[config.mk]
export PLATFORM = sky130hd
export DESIGN_NAME = inst_encoder_loader_flat
export DESIGN_NICKNAME = d
export VERILOG_FILES = /design/src/rtl/inst_encoder_loader_if.sv /design/src/rtl/inst_encoder_loader.sv /design/src/flat_wrapper.sv
export SDC_FILE = /design/constraint.sdc
export NUM_CORES = 1
export LEC_CHECK = 0
export CORE_ASPECT_RATIO = 1.1
export CORE_MARGIN = 2
export CORE_UTILIZATION = 50
export DETAILED_ROUTE_END_ITERATION = 8
export PLACE_DENSITY = 0.83
export RECOVER_POWER = 100
export SKIP_LAST_GASP = 1
export SYNTH_ARGS = -nofsm -noshare
export SYNTH_HDL_FRONTEND = slang
export SYNTH_SLANG_ARGS = --single-unit
[constraint.sdc]
create_clock -name clk -period 4.5 [get_ports clk]
set_input_delay 0.45 -clock clk [delete_from_list [all_inputs] [get_ports clk]]
set_output_delay 0.45 -clock clk [all_outputs]
set_load 0.02 [all_outputs]
[src/rtl/inst_encoder_loader_if.sv]
// rtl/inst_encoder_loader_if.sv - field stream in, imem write port out
interface inst_encoder_loader_if #(
    parameter int ADDR_W = 8
);
    logic              in_valid;
    logic              in_ready;
    logic [3:0]        in_fn;
    logic [1:0]        in_rs1;
    logic [1:0]        in_rs2;
    logic [3:0]        in_imm;
    logic              imem_stall;
    logic              imem_we;
    logic [ADDR_W-1:0] imem_addr;
    logic [7:0]        imem_wdata;

    modport master (
        output in_valid, in_fn, in_rs1, in_rs2, in_imm, imem_stall,
        input  in_ready, imem_we, imem_addr, imem_wdata
    );

    modport slave (
        input  in_valid, in_fn, in_rs1, in_rs2, in_imm, imem_stall,
        output in_ready, imem_we, imem_addr, imem_wdata
    );
endinterface

[src/rtl/inst_encoder_loader.sv]
// rtl/inst_encoder_loader.sv - packs decoded fields into 8-bit words and loads imem
module inst_encoder_loader #(
    parameter int ADDR_W = 8,
    parameter int CNT_W  = 8
) (
    input  logic              clk,
    input  logic              rst,
    input  logic              start_i,
    input  logic [ADDR_W-1:0] base_addr_i,
    input  logic [ADDR_W:0]   length_i,
    inst_encoder_loader_if.slave bus,
    output logic              busy_o,
    output logic              done_o,
    output logic              err_o,
    output logic [CNT_W-1:0]  err_count_o
);
    typedef enum logic {IDLE, LOAD} state_t;

    localparam logic [ADDR_W:0]   REM_ONE  = 1;
    localparam logic [ADDR_W-1:0] ADDR_ONE = 1;
    localparam logic [CNT_W-1:0]  CNT_ONE  = 1;

    state_t            state_q, state_d;
    logic [ADDR_W:0]   remaining_q, remaining_d;
    logic [ADDR_W-1:0] addr_q, addr_d;
    logic [7:0]        wdata_q, wdata_d;
    logic              we_q, we_d;
    logic              done_q, done_d;
    logic              err_q, err_d;
    logic [CNT_W-1:0]  err_cnt_q, err_cnt_d;

    logic [2:0] opc;
    logic [7:0] enc_word;
    logic       enc_legal;
    logic       commit;
    logic       accept;

    always_comb begin
        opc       = bus.in_fn[2:0];
        enc_legal = 1'b1;
        enc_word  = {bus.in_rs2[0], bus.in_rs1[0], bus.in_rs2[1], bus.in_rs1[1], bus.in_fn};
        case (opc)
            3'b001, 3'b101, 3'b110: begin
                enc_word  = {bus.in_rs2[0], bus.in_rs1[0], bus.in_imm[2:0], opc};
                enc_legal = !(bus.in_rs1[1] | bus.in_rs2[1] | bus.in_imm[3]);
            end
            3'b010: begin
                enc_word  = {bus.in_rs1[0], bus.in_imm, opc};
                enc_legal = !bus.in_rs1[1];
            end
            3'b111: begin
                if (bus.in_fn[3]) begin
                    enc_word = {bus.in_imm, 1'b1, 3'b111};
                end
            end
            default: ;
        endcase
    end

    // Ready depends only on registered state and stall so a source may wait on it.
    assign commit       = we_q & !bus.imem_stall;
    assign bus.in_ready = (state_q == LOAD) && (remaining_q != '0) && (!we_q || !bus.imem_stall);
    assign accept       = bus.in_valid & bus.in_ready;

    always_comb begin
        state_d     = state_q;
        remaining_d = remaining_q;
        addr_d      = addr_q;
        wdata_d     = wdata_q;
        we_d        = we_q;
        done_d      = 1'b0;
        err_d       = 1'b0;
        err_cnt_d   = err_cnt_q;
        case (state_q)
            IDLE: begin
                if (start_i) begin
                    if (length_i != '0) begin
                        state_d     = LOAD;
                        remaining_d = length_i;
                        addr_d      = base_addr_i;
                    end else begin
                        done_d = 1'b1;
                    end
                end
            end
            LOAD: begin
                if (commit) begin
                    we_d   = 1'b0;
                    addr_d = addr_q + ADDR_ONE;
                end
                if (accept) begin
                    remaining_d = remaining_q - REM_ONE;
                    if (enc_legal) begin
                        we_d    = 1'b1;
                        wdata_d = enc_word;
                    end else begin
                        err_d = 1'b1;
                        if (err_cnt_q != '1) begin
                            err_cnt_d = err_cnt_q + CNT_ONE;
                        end
                    end
                end
                // Leave on the cycle the last write commits so done lines up with busy falling.
                if (remaining_d == '0 && !we_d) begin
                    state_d = IDLE;
                    done_d  = 1'b1;
                end
            end
            default: state_d = IDLE;
        endcase
    end

    always_ff @(posedge clk or posedge rst) begin
        if (rst) begin
            state_q     <= IDLE;
            remaining_q <= '0;
            addr_q      <= '0;
            wdata_q     <= '0;
            we_q        <= 1'b0;
            done_q      <= 1'b0;
            err_q       <= 1'b0;
            err_cnt_q   <= '0;
        end else begin
            state_q     <= state_d;
            remaining_q <= remaining_d;
            addr_q      <= addr_d;
            wdata_q     <= wdata_d;
            we_q        <= we_d;
            done_q      <= done_d;
            err_q       <= err_d;
            err_cnt_q   <= err_cnt_d;
        end
    end

    assign bus.imem_we    = we_q;
    assign bus.imem_addr  = addr_q;
    assign bus.imem_wdata = wdata_q;
    assign busy_o         = (state_q != IDLE);
    assign done_o         = done_q;
    assign err_o          = err_q;
    assign err_count_o    = err_cnt_q;
endmodule

[src/flat_wrapper.sv]
// flat-port wrapper written by rule: the top's interface ports become plain ports
module inst_encoder_loader_flat 
#(
    parameter int ADDR_W = 8,
    parameter int CNT_W  = 8
)
  (clk, rst, start_i, base_addr_i, length_i, busy_o, done_o, err_o, err_count_o, bus_in_valid, bus_in_fn, bus_in_rs1, bus_in_rs2, bus_in_imm, bus_imem_stall, bus_in_ready, bus_imem_we, bus_imem_addr, bus_imem_wdata);
  inst_encoder_loader_if #(.ADDR_W(ADDR_W)) bus_i ();
  input  logic clk;
  input  logic rst;
  input  logic start_i;
  input  logic [ADDR_W-1:0] base_addr_i;
  input  logic [ADDR_W:0] length_i;
  output logic busy_o;
  output logic done_o;
  output logic err_o;
  output logic [CNT_W-1:0] err_count_o;
  input wire logic [$bits(bus_i.in_valid)-1:0] bus_in_valid;
  input wire logic [$bits(bus_i.in_fn)-1:0] bus_in_fn;
  input wire logic [$bits(bus_i.in_rs1)-1:0] bus_in_rs1;
  input wire logic [$bits(bus_i.in_rs2)-1:0] bus_in_rs2;
  input wire logic [$bits(bus_i.in_imm)-1:0] bus_in_imm;
  input wire logic [$bits(bus_i.imem_stall)-1:0] bus_imem_stall;
  output wire logic [$bits(bus_i.in_ready)-1:0] bus_in_ready;
  output wire logic [$bits(bus_i.imem_we)-1:0] bus_imem_we;
  output wire logic [$bits(bus_i.imem_addr)-1:0] bus_imem_addr;
  output wire logic [$bits(bus_i.imem_wdata)-1:0] bus_imem_wdata;
  assign bus_i.in_valid = bus_in_valid;
  assign bus_i.in_fn = bus_in_fn;
  assign bus_i.in_rs1 = bus_in_rs1;
  assign bus_i.in_rs2 = bus_in_rs2;
  assign bus_i.in_imm = bus_in_imm;
  assign bus_i.imem_stall = bus_imem_stall;
  assign bus_in_ready = bus_i.in_ready;
  assign bus_imem_we = bus_i.imem_we;
  assign bus_imem_addr = bus_i.imem_addr;
  assign bus_imem_wdata = bus_i.imem_wdata;
  inst_encoder_loader #(.ADDR_W(ADDR_W), .CNT_W(CNT_W)) u_core (.clk(clk), .rst(rst), .start_i(start_i), .base_addr_i(base_addr_i), .length_i(length_i), .bus(bus_i), .busy_o(busy_o), .done_o(done_o), .err_o(err_o), .err_count_o(err_count_o));
endmodule
==> flow_summary.yaml <==
die:
  initial_core_util_pct: 51.6
  rows: 25
  ios: 63
  die-area_um2: 4940
  dieWidth_um: 67.2
  core_um2: 4250
  die_y_um: 73.5
global_route:
  grt_start_max_net_pins: 38
  met2_usage_pct: 36.5
  grt_usage_pct: 22.8
  use_met1_pct: 28.8
  grt_pass1_vias: 1906
  grt_first_pass_wirelength_um: 8410
  antenna_found_initial: 0
  busiest_layer: "met2"
  overflow: 0
  grt_util_met3_pct: 5.36
synth:
  syn_nets: 282
  synth_ff_type: "dfrtp_1"
  ys_ff_latch: 37
  syn_inst: 245
  ys_warn_count: 0
  synth_edf_count: 0
  synth.distinct_cells: 49
  synth_area_um2: 2190
  avgSynthCellArea_um2: 8.96
  ys_async_sr_fraction_pct: 100
  synth-seq-area-share_pct: 42.2
power:
  p_sw_uw: 507
  p_seq_share_pct: 42.4
  peakVddDrop_mv: 0.325
  p_comb_share_pct: 38.8
  swShare_pct: 39.4
  p_clk_share_pct: 18.9
  p_per_area_nw_per_um2: 441
  leakage_nw: 1.26
  p_int_uw: 780
  p_total_mw: 1.29
timing:
  setup_viol: 0
  fmax_ghz: 0.316
  setup_ws_ns: 1.34
  hold_viol: 0
  finalSetupTns_ns: 0
  final.period_utilization_pct: 70.3
  rsz0062_at_grt: "no"
  worst_pin_slew_ns: 2.03
  fin_crit_ns: 3.16
  clock_skew_ns: 0.00962
  maxSlewViolCount: 38
  relSlewSlack_pct: -35.0
routing:
  num_vias: 2080
  drt_first_pass_iters: 4
  drt_iter0_markers: 138
  wl_um: 5210
  drtAntennaViolNets: 0
  drc: 0
  wl_per_cell_um: 14.5
  vias_per_cell: 5.78
clock_tree:
  tritoncts: "done"
  cts_max_path_buffers: 2
  clk_latency_ns: 0.30
  cts.sinks: 37
  h-tree-depth: 2
  cts_setup_buffers: 0
  ctsHoldBuffers: 0
  cts_made_buffers: 5
  post_cts_resized: 0
  clk_pin_slew_ns: 0.08
  cts_root_buf: "clkbuf_8"
setup_path:
  rr_endpoint: "u_core.busy_o"
  critPathCaptureType: "flip-flop"
  worstPathMaxFanout: 7
  worstPathArrival_ns: 3.34
  cpPeakStageDelay_ns: 1.00
  cp-start-kind: "flip-flop"
  crit_type: "reg2reg"
  rr_startpoint: "u_core.remaining_q[0]"
  worstPathCellList: "inv_1 > ha_1 > or4b_1 > a2111oi_0 > mux2i_1 > o211ai_1 > a2bb2oi_1"
  required_ns: 4.68
  slowest_stage: "a2111oi_0"
  r2r_cells: 7
  rrSetupSlack_ns: 1.34
placement:
  dp_hpwl_um: 3840
  place.gp.congestion: 0.848
  dpl_worst_slack_ns: 1.40
  placedCellCount: 352
  port_buffers: 62
finish:
  final_common_cell: "dfrtp_1"
  diodes: 0
  area_growth_pct: 33.0
  drive_above_1_share_pct: 5.23
  nNetsFinal: 342
  final_cell_mix: "dfrtp_1 (37), nor2_1 (36), clkdlybuf4s50_1 (31), dlygate4sd3_1 (31), nand2_1 (18)"
  instances_no_fill: 360
  fin_util_pct: 68.6
outcome:
  status: "complete, but fails checks"
  failed_checks: "capacitance limit, slew limit"
worst_hold_path:
  hp-class: "reg2reg"
  min_to: "u_core.err_count_o[4]"
  hold_depth: 1
  worstHoldStart: "u_core.err_count_o[4]"
flow_run:
  max_cap_violations: 1
==> routing by layer <==
layer	wire length, µm	up-vias
li1	-	1008
met1	2240	1001
met2	2520	61
met3	333	10
met4	113	0
met5	0	-
==> final cells by class <==
type                       instances  area [µm²]
fill                             358        1340
inverter                          10        37.5
timing repair buffer              63         624
multi-input combinational        188        1170
clock buffer                       5        68.8
tap                               54        67.6
sequential                        37         926
clock inverter                     3        25.0
==> cells in the mapped netlist (all sizes together), types with 3 or more instances <==
| master | number | area [µm²] |
|---|---|---|
| a211oi | 8 | 60.1 |
| a21oi | 16 | 80.1 |
| and3 | 9 | 56.3 |
| buf | 3 | 26.3 |
| clkbuf | 7 | 26.3 |
| dfrtp | 37 | 926 |
| ha | 3 | 37.5 |
| inv | 10 | 37.5 |
| mux2 | 4 | 45.0 |
| mux2i | 10 | 100 |
| nand2 | 18 | 67.6 |
| nand3 | 5 | 25.0 |
| nor2 | 36 | 135 |
| nor3 | 10 | 50.1 |
| o211ai | 3 | 22.5 |
| o21ai | 10 | 50.1 |
| o21bai | 3 | 22.5 |
| or2 | 3 | 18.8 |
| or3 | 4 | 25.0 |
| xnor2 | 7 | 61.3 |
| xor2 | 3 | 26.3 |
==> kinds of logic (layout without fill, tap and decap cells) <==
family                     count (synthesis)  in the layout  synth area share (%)
DFF                                       37             37                  42.2
AOI/OAI and AO/OA                         65             65                  20.4
muxes                                     14             14                  6.61
and+or+nand+nor                           96             96                  21.0
buffers and inverters                     20             81                  4.11
xor gates and xnor gates                  10             10                  3.99
adders and majority gates                  3              3                  1.71
==> per-stage QoR <==
stage / cell area (µm²) / hold slack, ns
floorplan: 2190 / 0.535
global placement: 2840 / 0.489
detailed placement: 2840 / 0.498
CTS: 2930 / 0.518
global route: 2920 / 0.525
finish: 2920 / 0.505
==> flip-flops by register name, summed over array words and instances, names as in the netlist <==
name,cells
u_core.remaining_q,9
u_core.err_o,1
u_core.err_count_o,8
u_core.bus.imem_addr,8
u_core.busy_o,1
u_core.done_o,1
u_core.bus.imem_wdata,8
u_core.bus.imem_we,1
==> worst max-delay path, delay by kind of cell (launching register included) <==
kind,cells,cell delay (ns)
flops,1,0.48
mux,1,0.35
compound gates,3,1.30
simple gates,1,0.56
fa+ha+maj,1,0.26
buf+inv,1,0.09
==> power groups by stage <==
stage                     clock network (mW)  logic (mW)  registers, mW
after floorplan                            0       0.284          0.582
after global placement                     0       0.506          0.548
after detailed placement                   0       0.521          0.552
after CTS                              0.251       0.523          0.547
after global routing                   0.266       0.551          0.561
final                                  0.243       0.499          0.545
==> worst max-delay path by stage <==
stage / end / startpoint / cells after the start / slack, ns
after floorplan: u_core.busy_o / u_core.remaining_q[0] / 9 / 2.01
after global placement: u_core.bus.imem_wdata[0] / bus_imem_stall / 5 / 1.51
after detailed placement: u_core.bus.imem_wdata[0] / bus_imem_stall / 5 / 1.40
after CTS: u_core.bus.imem_wdata[0] / u_core.busy_o / 4 / 1.52
after global routing: u_core.busy_o / u_core.busy_o / 5 / 1.05
final: u_core.busy_o / u_core.remaining_q[0] / 7 / 1.34
No activity file was read; power rests on OpenSTA's default activity.
